==> config.mk <==
export PLATFORM = sky130hd
export DESIGN_NAME = bridge_req_arbiter
export DESIGN_NICKNAME = d
export VERILOG_FILES = /design/src/rtl/bridge_arb_pkg.sv /design/src/rtl/rr_arb_pick.sv /design/src/rtl/bridge_req_arbiter.sv
export SDC_FILE = /design/constraint.sdc
export NUM_CORES = 1
export LEC_CHECK = 0
export ABC_AREA = 1
export CAP_MARGIN = 20
export CORE_ASPECT_RATIO = 1.75
export CORE_MARGIN = 4
export CORE_UTILIZATION = 43
export CTS_CLUSTER_DIAMETER = 150
export CTS_CLUSTER_SIZE = 10
export DETAILED_ROUTE_END_ITERATION = 10
export HOLD_SLACK_MARGIN = 0.1
export PLACE_DENSITY = 0.91
export SYNTH_ARGS = -nofsm -noshare
export SYNTH_HDL_FRONTEND = slang
export SYNTH_SLANG_ARGS = --single-unit
==> constraint.sdc <==
create_clock -name i_clk_ahb -period 3.3 [get_ports i_clk_ahb]
set_input_delay 0.66 -clock i_clk_ahb [delete_from_list [all_inputs] [get_ports i_clk_ahb]]
set_output_delay 0.66 -clock i_clk_ahb [all_outputs]
set_load 0.02 [all_outputs]
==> src/rtl/bridge_arb_pkg.sv <==
// Shared types and constants for the bridge request arbiter.
// Holds the FSM state encoding and the transfer-direction values.
package bridge_arb_pkg;

  typedef enum logic [1:0] {
    IDLE    = 2'd0,
    ISSUE   = 2'd1,
    WAIT_RD = 2'd2
  } arb_state_t;

  localparam logic RD0 = 1'b0;
  localparam logic WR1 = 1'b1;

endpackage

==> src/rtl/rr_arb_pick.sv <==
// Combinational round-robin picker: first requester at or after ptr_i, wrapping.
// The request vector is doubled so that the wrap becomes a plain linear scan.
module rr_arb_pick #(
  parameter int NUM_REQ = 2,
  parameter int IDX_W   = (NUM_REQ > 1) ? $clog2(NUM_REQ) : 1
) (
  input  logic [NUM_REQ-1:0] req_i,
  input  logic [IDX_W-1:0]   ptr_i,
  output logic [NUM_REQ-1:0] grantOh_o,
  output logic [IDX_W-1:0]   grantIdx_o,
  output logic               anyValid_o
);

  logic [2*NUM_REQ-1:0] doubleReq;
  logic                 found;
  logic [IDX_W-1:0]     idx;

  assign doubleReq = {req_i, req_i};

  // Bits below ptr in the low copy are skipped; the high copy supplies the wrap.
  always_comb begin
    found = 1'b0;
    idx   = '0;
    for (int i = 0; i < 2*NUM_REQ; i++) begin
      if (!found && doubleReq[i] && (i >= int'(ptr_i))) begin
        found = 1'b1;
        idx   = IDX_W'(i % NUM_REQ);
      end
    end
  end

  always_comb begin
    grantOh_o = '0;
    for (int k = 0; k < NUM_REQ; k++) begin
      grantOh_o[k] = found && (idx == IDX_W'(k));
    end
  end

  assign grantIdx_o = idx;
  assign anyValid_o = found;

endmodule

==> src/rtl/bridge_req_arbiter.sv <==
// Shares one downstream request port among NUM_REQ requesters, round-robin,
// one transaction in flight; read data and timeouts are routed to the issuer.
module bridge_req_arbiter
  import bridge_arb_pkg::*;
#(
  parameter int NUM_REQ    = 2,
  parameter int DATA_WIDTH = 32,
  parameter int ADDR_WIDTH = 32,
  parameter int RD_TIMEOUT = 255
) (
  input  logic                          i_clk_ahb,
  input  logic                          i_rstn_ahb,
  input  logic [NUM_REQ-1:0]            i_req_valid,
  input  logic [NUM_REQ-1:0]            i_req_rd0_wr1,
  input  logic [NUM_REQ*ADDR_WIDTH-1:0] i_req_addr,
  input  logic [NUM_REQ*DATA_WIDTH-1:0] i_req_wr_data,
  output logic [NUM_REQ-1:0]            o_req_ready,
  output logic [NUM_REQ-1:0]            o_req_rd_valid,
  output logic [NUM_REQ-1:0]            o_req_err,
  output logic [DATA_WIDTH-1:0]         o_req_rd_data,
  output logic                          o_valid,
  output logic                          o_rd0_wr1,
  output logic [ADDR_WIDTH-1:0]         o_addr,
  output logic [DATA_WIDTH-1:0]         o_wr_data,
  input  logic                          i_ready,
  input  logic                          i_rd_valid,
  input  logic [DATA_WIDTH-1:0]         i_rd_data
);

  localparam int IDX_W = (NUM_REQ > 1) ? $clog2(NUM_REQ) : 1;
  localparam int CNT_W = $clog2(RD_TIMEOUT + 1);

  arb_state_t             stateQ;
  logic [IDX_W-1:0]       ptrQ, ptrD;
  logic [IDX_W-1:0]       grantIdxQ;
  logic [NUM_REQ-1:0]     grantOhQ;
  logic [CNT_W-1:0]       cntQ, cntD;
  logic                   validQ;
  logic                   rd0Wr1Q;
  logic [ADDR_WIDTH-1:0]  addrQ;
  logic [DATA_WIDTH-1:0]  wrDataQ;
  logic [NUM_REQ-1:0]     reqReadyQ;
  logic [NUM_REQ-1:0]     reqRdValidQ;
  logic [NUM_REQ-1:0]     reqErrQ;
  logic [DATA_WIDTH-1:0]  reqRdDataQ;

  logic [NUM_REQ-1:0]     pickOh;
  logic [IDX_W-1:0]       pickIdx;
  logic                   pickAny;
  logic                   selDir;
  logic [ADDR_WIDTH-1:0]  selAddr;
  logic [DATA_WIDTH-1:0]  selWrData;

  rr_arb_pick #(
    .NUM_REQ (NUM_REQ),
    .IDX_W   (IDX_W)
  ) uPick (
    .req_i      (i_req_valid),
    .ptr_i      (ptrQ),
    .grantOh_o  (pickOh),
    .grantIdx_o (pickIdx),
    .anyValid_o (pickAny)
  );

  always_comb begin
    selDir    = 1'b0;
    selAddr   = '0;
    selWrData = '0;
    for (int k = 0; k < NUM_REQ; k++) begin
      if (pickOh[k]) begin
        selDir    = i_req_rd0_wr1[k];
        selAddr   = i_req_addr[k*ADDR_WIDTH +: ADDR_WIDTH];
        selWrData = i_req_wr_data[k*DATA_WIDTH +: DATA_WIDTH];
      end
    end
  end

  assign ptrD = (grantIdxQ == IDX_W'(NUM_REQ - 1)) ? '0 : grantIdxQ + IDX_W'(1);
  assign cntD = cntQ + CNT_W'(1);

  // Pulses default low each cycle; a data return in the timeout cycle still wins.
  always_ff @(posedge i_clk_ahb or negedge i_rstn_ahb) begin
    if (!i_rstn_ahb) begin
      stateQ      <= IDLE;
      ptrQ        <= '0;
      grantIdxQ   <= '0;
      grantOhQ    <= '0;
      cntQ        <= '0;
      validQ      <= 1'b0;
      rd0Wr1Q     <= 1'b0;
      addrQ       <= '0;
      wrDataQ     <= '0;
      reqReadyQ   <= '0;
      reqRdValidQ <= '0;
      reqErrQ     <= '0;
      reqRdDataQ  <= '0;
    end else begin
      reqReadyQ   <= '0;
      reqRdValidQ <= '0;
      reqErrQ     <= '0;
      case (stateQ)
        IDLE: begin
          if (pickAny) begin
            grantIdxQ <= pickIdx;
            grantOhQ  <= pickOh;
            validQ    <= 1'b1;
            rd0Wr1Q   <= selDir;
            addrQ     <= selAddr;
            wrDataQ   <= selWrData;
            stateQ    <= ISSUE;
          end
        end
        ISSUE: begin
          if (i_ready) begin
            validQ    <= 1'b0;
            reqReadyQ <= grantOhQ;
            ptrQ      <= ptrD;
            if (rd0Wr1Q == WR1) begin
              stateQ <= IDLE;
            end else begin
              stateQ <= WAIT_RD;
              cntQ   <= '0;
            end
          end
        end
        WAIT_RD: begin
          if (i_rd_valid) begin
            reqRdDataQ  <= i_rd_data;
            reqRdValidQ <= grantOhQ;
            stateQ      <= IDLE;
          end else begin
            cntQ <= cntD;
            if (cntD == CNT_W'(RD_TIMEOUT)) begin
              reqErrQ <= grantOhQ;
              stateQ  <= IDLE;
            end
          end
        end
        default: stateQ <= IDLE;
      endcase
    end
  end

  assign o_req_ready    = reqReadyQ;
  assign o_req_rd_valid = reqRdValidQ;
  assign o_req_err      = reqErrQ;
  assign o_req_rd_data  = reqRdDataQ;
  assign o_valid        = validQ;
  assign o_rd0_wr1      = rd0Wr1Q;
  assign o_addr         = addrQ;
  assign o_wr_data      = wrDataQ;

endmodule

==> flow_summary.toml, run 1 <==
[floorplanning]
rows = 53
die_area_mm2 = 0.0144
start_util_pct = 44.3
fp.dieH_um = 156
die_w_um = 92.3
ios = 272
coreArea_mm2 = 0.0121

[logic_synthesis]
yosys.cell_types.count = 28
ys_ff_latch = 118
ys.flop_type = "dfrtp_1"
synth_async_sr_flop_share_pct = 100
yosysWarnings = 0
synthesis.nets = 768
syn_area_mm2 = 0.00535
seq_area_frac_synth_pct = 55.2
synth_edf_count = 0
syn_inst = 598
avgSynthCellArea_um2 = 8.94

[final_layout]
syn2layout_area_growth_pct = 63.7
mostFrequentLayoutCells = "clkdlybuf4s50_1, nor2_1, dfrtp_1"
n_antenna_cell = 0
nets = 1033
fin_util_pct = 72.5
stdcell_area_mm2 = 0.00875
final_common_cell = "clkdlybuf4s50_1"
drive_gt1_share_pct = 8.79
fill_cells = 865

[worst_setup_path]
path_max_fanout = 2
cp-start-kind = "register"
arrival_ns = 1.42
crit_path_end_kind = "output port"
crit_type = "reg -> out"
crit_chain = "clkdlybuf4s50_1"
worst_path_max_delay_cell = "clkdlybuf4s50_1"
slowest_delay_ns = 0.66
critPathRequiredTime_ns = 2.64
cp_num_buf_inv = 1
cp_top_family = "buffers and inverters"

[route]
avgViaCountPerCell = 4.90
drc_errors = 0
first_iter_violations = 168
dr.pass1.iters = 4
wl_um = 17100
avgRoutedWirePerCell_um = 16.4
antenna_left = 0
num_vias = 5097

[sta]
tightest_slew_ns = 0.799
min_period_ns = 2.08
timing.final.hold_violations = 0
setup_tns_ns = 0
period_share_pct = 63.0
finalSetupViolCount = 0
skew_ns = 0.00820
max_freq_mhz = 481
slew_headroom_pct = 46.7
worst_hold_slack_ns = 0.336
grt_setup_unrepaired = "false"
slew_violations = 0

[pwr]
irDropWorstVdd_v = 0.000451
p_leak_uw = 0.00388
power_density_mw_per_mm2 = 934

[clocking]
ctsResizeCount = 0
cts_tree = "done"
cts_made_buffers = 17
htreeDepth = 4
postCtsHoldBufs = 0
clockBufferDepth = 2
clk-insertion-delay-late_ns = 0.40
path_clk_slew_ns = 0.06
post_cts_buffers = 0
cts_root_buffer = "clkbuf_16"
cts.sinks = 118

[placed_design]
post_dp_cell_area_mm2 = 0.00816
port_buffers = 271
gp_congestion = 0.850
hpwl_um = 13000

[run]
maxCapViolations = 0

[global_route]
antenna_found_initial = 0
grt_max_degree = 122
grt_pass1_wl_um = 26500
grt_overflow_total = 0
grt_pass1_vias = 5310
grt_usage_pct = 24.0

[status]
status = "complete, no violations"

[min_path]
worstHoldPathType = "in -> async"
## state kept, by name, indices dropped and copies added, names as in the netlist
signal	cells
o_addr	32
ptrQ	1
o_req_rd_valid	2
o_wr_data	32
o_valid	1
o_req_err	2
grantIdxQ	1
o_req_rd_data	32
o_rd0_wr1	1
o_req_ready	2
grantOhQ	2
cntQ	8
stateQ	2
## kinds of logic after synthesis
kind of cell	share of synthesized area, %
AND/OR/NAND/NOR	14.0
buffers and inverters	9.54
multiplexers	6.74
flip-flops	55.2
adder cells (fa/ha/maj)	0.468
AO/OA/AOI/OAI	13.9
XOR/XNOR	0.164
## final cells by class
class	count	area, um^2	area share, %
Clock buffer	18	439	5.02
Inverter	85	319	3.64
Timing Repair Buffer	276	2790	31.8
Sequential cell	118	2950	33.7
Multi-Input combinational cell	365	1900	21.7
Tap cell	165	206	2.36
Clock inverter	14	151	1.73
## cell usage after synthesis (2+ instances only)
cell type / count / area, um^2
buf_6: 4 / 45.0
buf_4: 7 / 52.6
o211ai_1: 6 / 45.0
nor2_1: 132 / 495
o21ai_2: 2 / 17.5
mux2_1: 7 / 78.8
dfrtp_1: 118 / 2950
nand2_2: 3 / 18.8
a21oi_1: 60 / 300
mux2_2: 25 / 282
nand2_1: 36 / 135
buf_2: 18 / 90.1
inv_1: 80 / 300
o22ai_1: 4 / 25.0
o21ai_1: 29 / 145
nor3_1: 2 / 10.0
ha_1: 2 / 25.0
inv_2: 5 / 18.8
nand3_1: 12 / 60.1
o21ai_0: 37 / 185
nor2_2: 2 / 12.5
## metrics by stage
step	worst slack, ns	total power, uW	instances
after floorplan	1.82	4550	598
after global placement	0.910	6240	1009
after detailed placement	0.873	6390	1009
after CTS	1.19	8250	1041
after global routing	1.13	8640	1041
final	1.22	8170	1041
## report_power, final
part | internal [uW] | switching [uW]
registers | 2120 | 367
clock network | 1130 | 687
logic | 1790 | 2070
total | 5050 | 3130
## path summary, 6_finish.rpt
check / end / cells after the start / start / slack (ns)
worst max register to register: o_req_rd_data[4]$_DFFE_PN0P_ / 5 / stateQ[0]$_DFFE_PN0P_ / 1.59
min in group i_clk_ahb: grantIdxQ$_DFFE_PN0P_ / 2 / grantIdxQ$_DFFE_PN0P_ / 0.49
max in group asynchronous: cntQ[0]$_DFFE_PN0P_ / 2 / i_rstn_ahb / 2.14
worst min register to register: grantIdxQ$_DFFE_PN0P_ / 2 / grantIdxQ$_DFFE_PN0P_ / 0.49
worst max-delay path: o_wr_data[0] / 1 / o_wr_data[0]$_DFFE_PN0P_ / 1.22
worst min-delay path: o_req_rd_data[28]$_DFFE_PN0P_ / 1 / i_rstn_ahb / 0.34
## layer usage
| metal | track usage (%) | up-vias | wire (um) |
|---|---|---|---|
| met5 | 0 | - | 0 |
| met4 | 12.6 | 0 | 770 |
| met3 | 6.85 | 53 | 1120 |
| met2 | 45.3 | 215 | 9520 |
| met1 | 23.0 | 2389 | 5680 |
| li1 | - | 2440 | - |
No activity file was read; power rests on OpenSTA's default activity.
==> inputs of run 2 (changes only) <==
--- a/config.mk
+++ b/config.mk
@@ -9,12 +9,12 @@
 export CAP_MARGIN = 20
 export CORE_ASPECT_RATIO = 1.75
 export CORE_MARGIN = 4
-export CORE_UTILIZATION = 43
+export CORE_UTILIZATION = 36
 export CTS_CLUSTER_DIAMETER = 150
 export CTS_CLUSTER_SIZE = 10
 export DETAILED_ROUTE_END_ITERATION = 10
 export HOLD_SLACK_MARGIN = 0.1
-export PLACE_DENSITY = 0.91
+export PLACE_DENSITY = 0.81
 export SYNTH_ARGS = -nofsm -noshare
 export SYNTH_HDL_FRONTEND = slang
 export SYNTH_SLANG_ARGS = --single-unit
==> constraint.sdc (replaced) <==
create_clock -name i_clk_ahb -period 1.8 [get_ports i_clk_ahb]
set_input_delay 0.36 -clock i_clk_ahb [delete_from_list [all_inputs] [get_ports i_clk_ahb]]
set_output_delay 0.36 -clock i_clk_ahb [all_outputs]
set_load 0.02 [all_outputs]
==> flow_summary.toml, run 2 (same netlist as run 1, synthesis figures left out) <==
[status]
status = "complete, no violations"

[worst_setup_path]
crit_path_end_kind = "output port"
crit_chain = "clkdlybuf4s50_1"
cp_top_family = "buffers and inverters"
cp-start-kind = "register"
path_max_fanout = 2
critPathRequiredTime_ns = 1.44
crit_type = "reg -> out"
worst_path_max_delay_cell = "clkdlybuf4s50_1"
cp_num_buf_inv = 1
arrival_ns = 1.39
slowest_delay_ns = 0.63

[floorplanning]
rows = 58
die_area_mm2 = 0.0169
die_w_um = 100
start_util_pct = 36.9
coreArea_mm2 = 0.0145
ios = 272
fp.dieH_um = 169

[pwr]
p_leak_uw = 0.00412
irDropWorstVdd_v = 0.000897
power_density_mw_per_mm2 = 1690
totalPowerFinal_uw = 15400

[sta]
finalSetupViolCount = 0
skew_ns = 0.00947
setup_tns_ns = 0
period_share_pct = 97.3
timing.final.hold_violations = 0
tightest_slew_ns = 0.644
min_period_ns = 1.75
grt_setup_unrepaired = "false"
slew_violations = 0
fin_ws_ns = 0.0489
slew_headroom_pct = 57.1
max_freq_mhz = 571

[route]
wl_um = 16100
dr.pass1.iters = 4
antenna_left = 0
num_vias = 5018
first_iter_violations = 147
avgViaCountPerCell = 4.63
drc_errors = 0
avgRoutedWirePerCell_um = 14.8

[global_route]
grt_overflow_total = 0
grt_usage_pct = 18.7
grt_pass1_vias = 5018
grt_max_degree = 119
grt_pass1_wl_um = 25000
antenna_found_initial = 0

[placed_design]
gp_congestion = 0.824
numPlacedInstances = 1052
hpwl_um = 12300
place_ws_ns = -0.140
port_buffers = 271
post_dp_cell_area_mm2 = 0.00848

[clocking]
htreeDepth = 4
cts_root_buffer = "clkbuf_16"
cts_tree = "done"
path_clk_slew_ns = 0.06
cts.sinks = 118
clockBufferDepth = 2
cts_made_buffers = 17
clk-insertion-delay-late_ns = 0.40

[run]
maxCapViolations = 0

[final_layout]
mostFrequentLayoutCells = "clkdlybuf4s50_1, nor2_1, dfrtp_1"
nets = 1062
drive_gt1_share_pct = 11.4
stdcell_area_mm2 = 0.00911
final_common_cell = "clkdlybuf4s50_1"
syn2layout_area_growth_pct = 70.3
final_cells = 1084
n_antenna_cell = 0

[min_path]
worstHoldPathType = "reg -> reg"
run 2: worst paths after layout:
check	from	to	slack (ns)	cells after the start
worst min-delay path	grantIdxQ$_DFFE_PN0P_	ptrQ$_DFFE_PN0P_	0.46	1
worst min register to register	grantIdxQ$_DFFE_PN0P_	ptrQ$_DFFE_PN0P_	0.46	1
max in group asynchronous	i_rstn_ahb	o_wr_data[17]$_DFFE_PN0P_	0.71	3
worst max-delay path	o_wr_data[18]$_DFFE_PN0P_	o_wr_data[18]	0.05	1
min in group asynchronous	i_rstn_ahb	o_req_rd_data[10]$_DFFE_PN0P_	0.58	3
worst max register to register	stateQ[0]$_DFFE_PN0P_	o_addr[27]$_DFFE_PN0P_	0.27	7
run 2: per-layer routing:
metal | wire length (um) | part of all wire, % | track usage, % | vias up
met5 | 0 | 0 | 0 | -
met4 | 399 | 2.5 | 7.57 | 0
met3 | 1290 | 8.0 | 6.38 | 26
met2 | 8570 | 53 | 34.9 | 199
met1 | 5810 | 36 | 18.6 | 2298
li1 | - | - | - | 2495
run 2: through the flow:
stage / utilization [%] / hold WS (ns)
2_1_floorplan: - / 0.0644
3_3_place_gp: 58.4 / 0.452
3_5_place_dp: 58.4 / 0.461
4_1_cts: 62.7 / 0.465
5_1_grt: 62.8 / 0.499
6_report: 62.8 / 0.461
run 2: cell type report:
class	instances	area [um^2]
repair buffers	305	3100
well taps	180	225
inverters	85	319
multi-input cells	365	1900
flip-flops and latches	118	2950
clock buffers	18	429
clock inverters	13	181
fillers	1182	5400
run 2: what timing repair did:
action                                  4_1_cts  5_1_grt
gates resized for setup                       2        5
setup buffers                                 0        0
endpoints found under the hold margin        67        0
hold buffers                                  1        0
gates cloned                                  0        0
endpoints found under the setup margin        2        5
run 2: worst register-to-register path, delay by kind of cell, from the launching register on:
| kind | cells | cell delay, ns |
|---|---|---|
| DFF | 1 | 0.41 |
| and+or+nand+nor | 3 | 0.45 |
| AOI/OAI and AO/OA | 1 | 0.09 |
| buffers and inverters | 3 | 0.47 |
run 2: report_power, final:
| group | total, uW | internal (uW) | switching, uW |
|---|---|---|---|
| registers | 4550 | 3890 | 659 |
| logic | 7310 | 3540 | 3770 |
| clock network | 3510 | 2310 | 1210 |
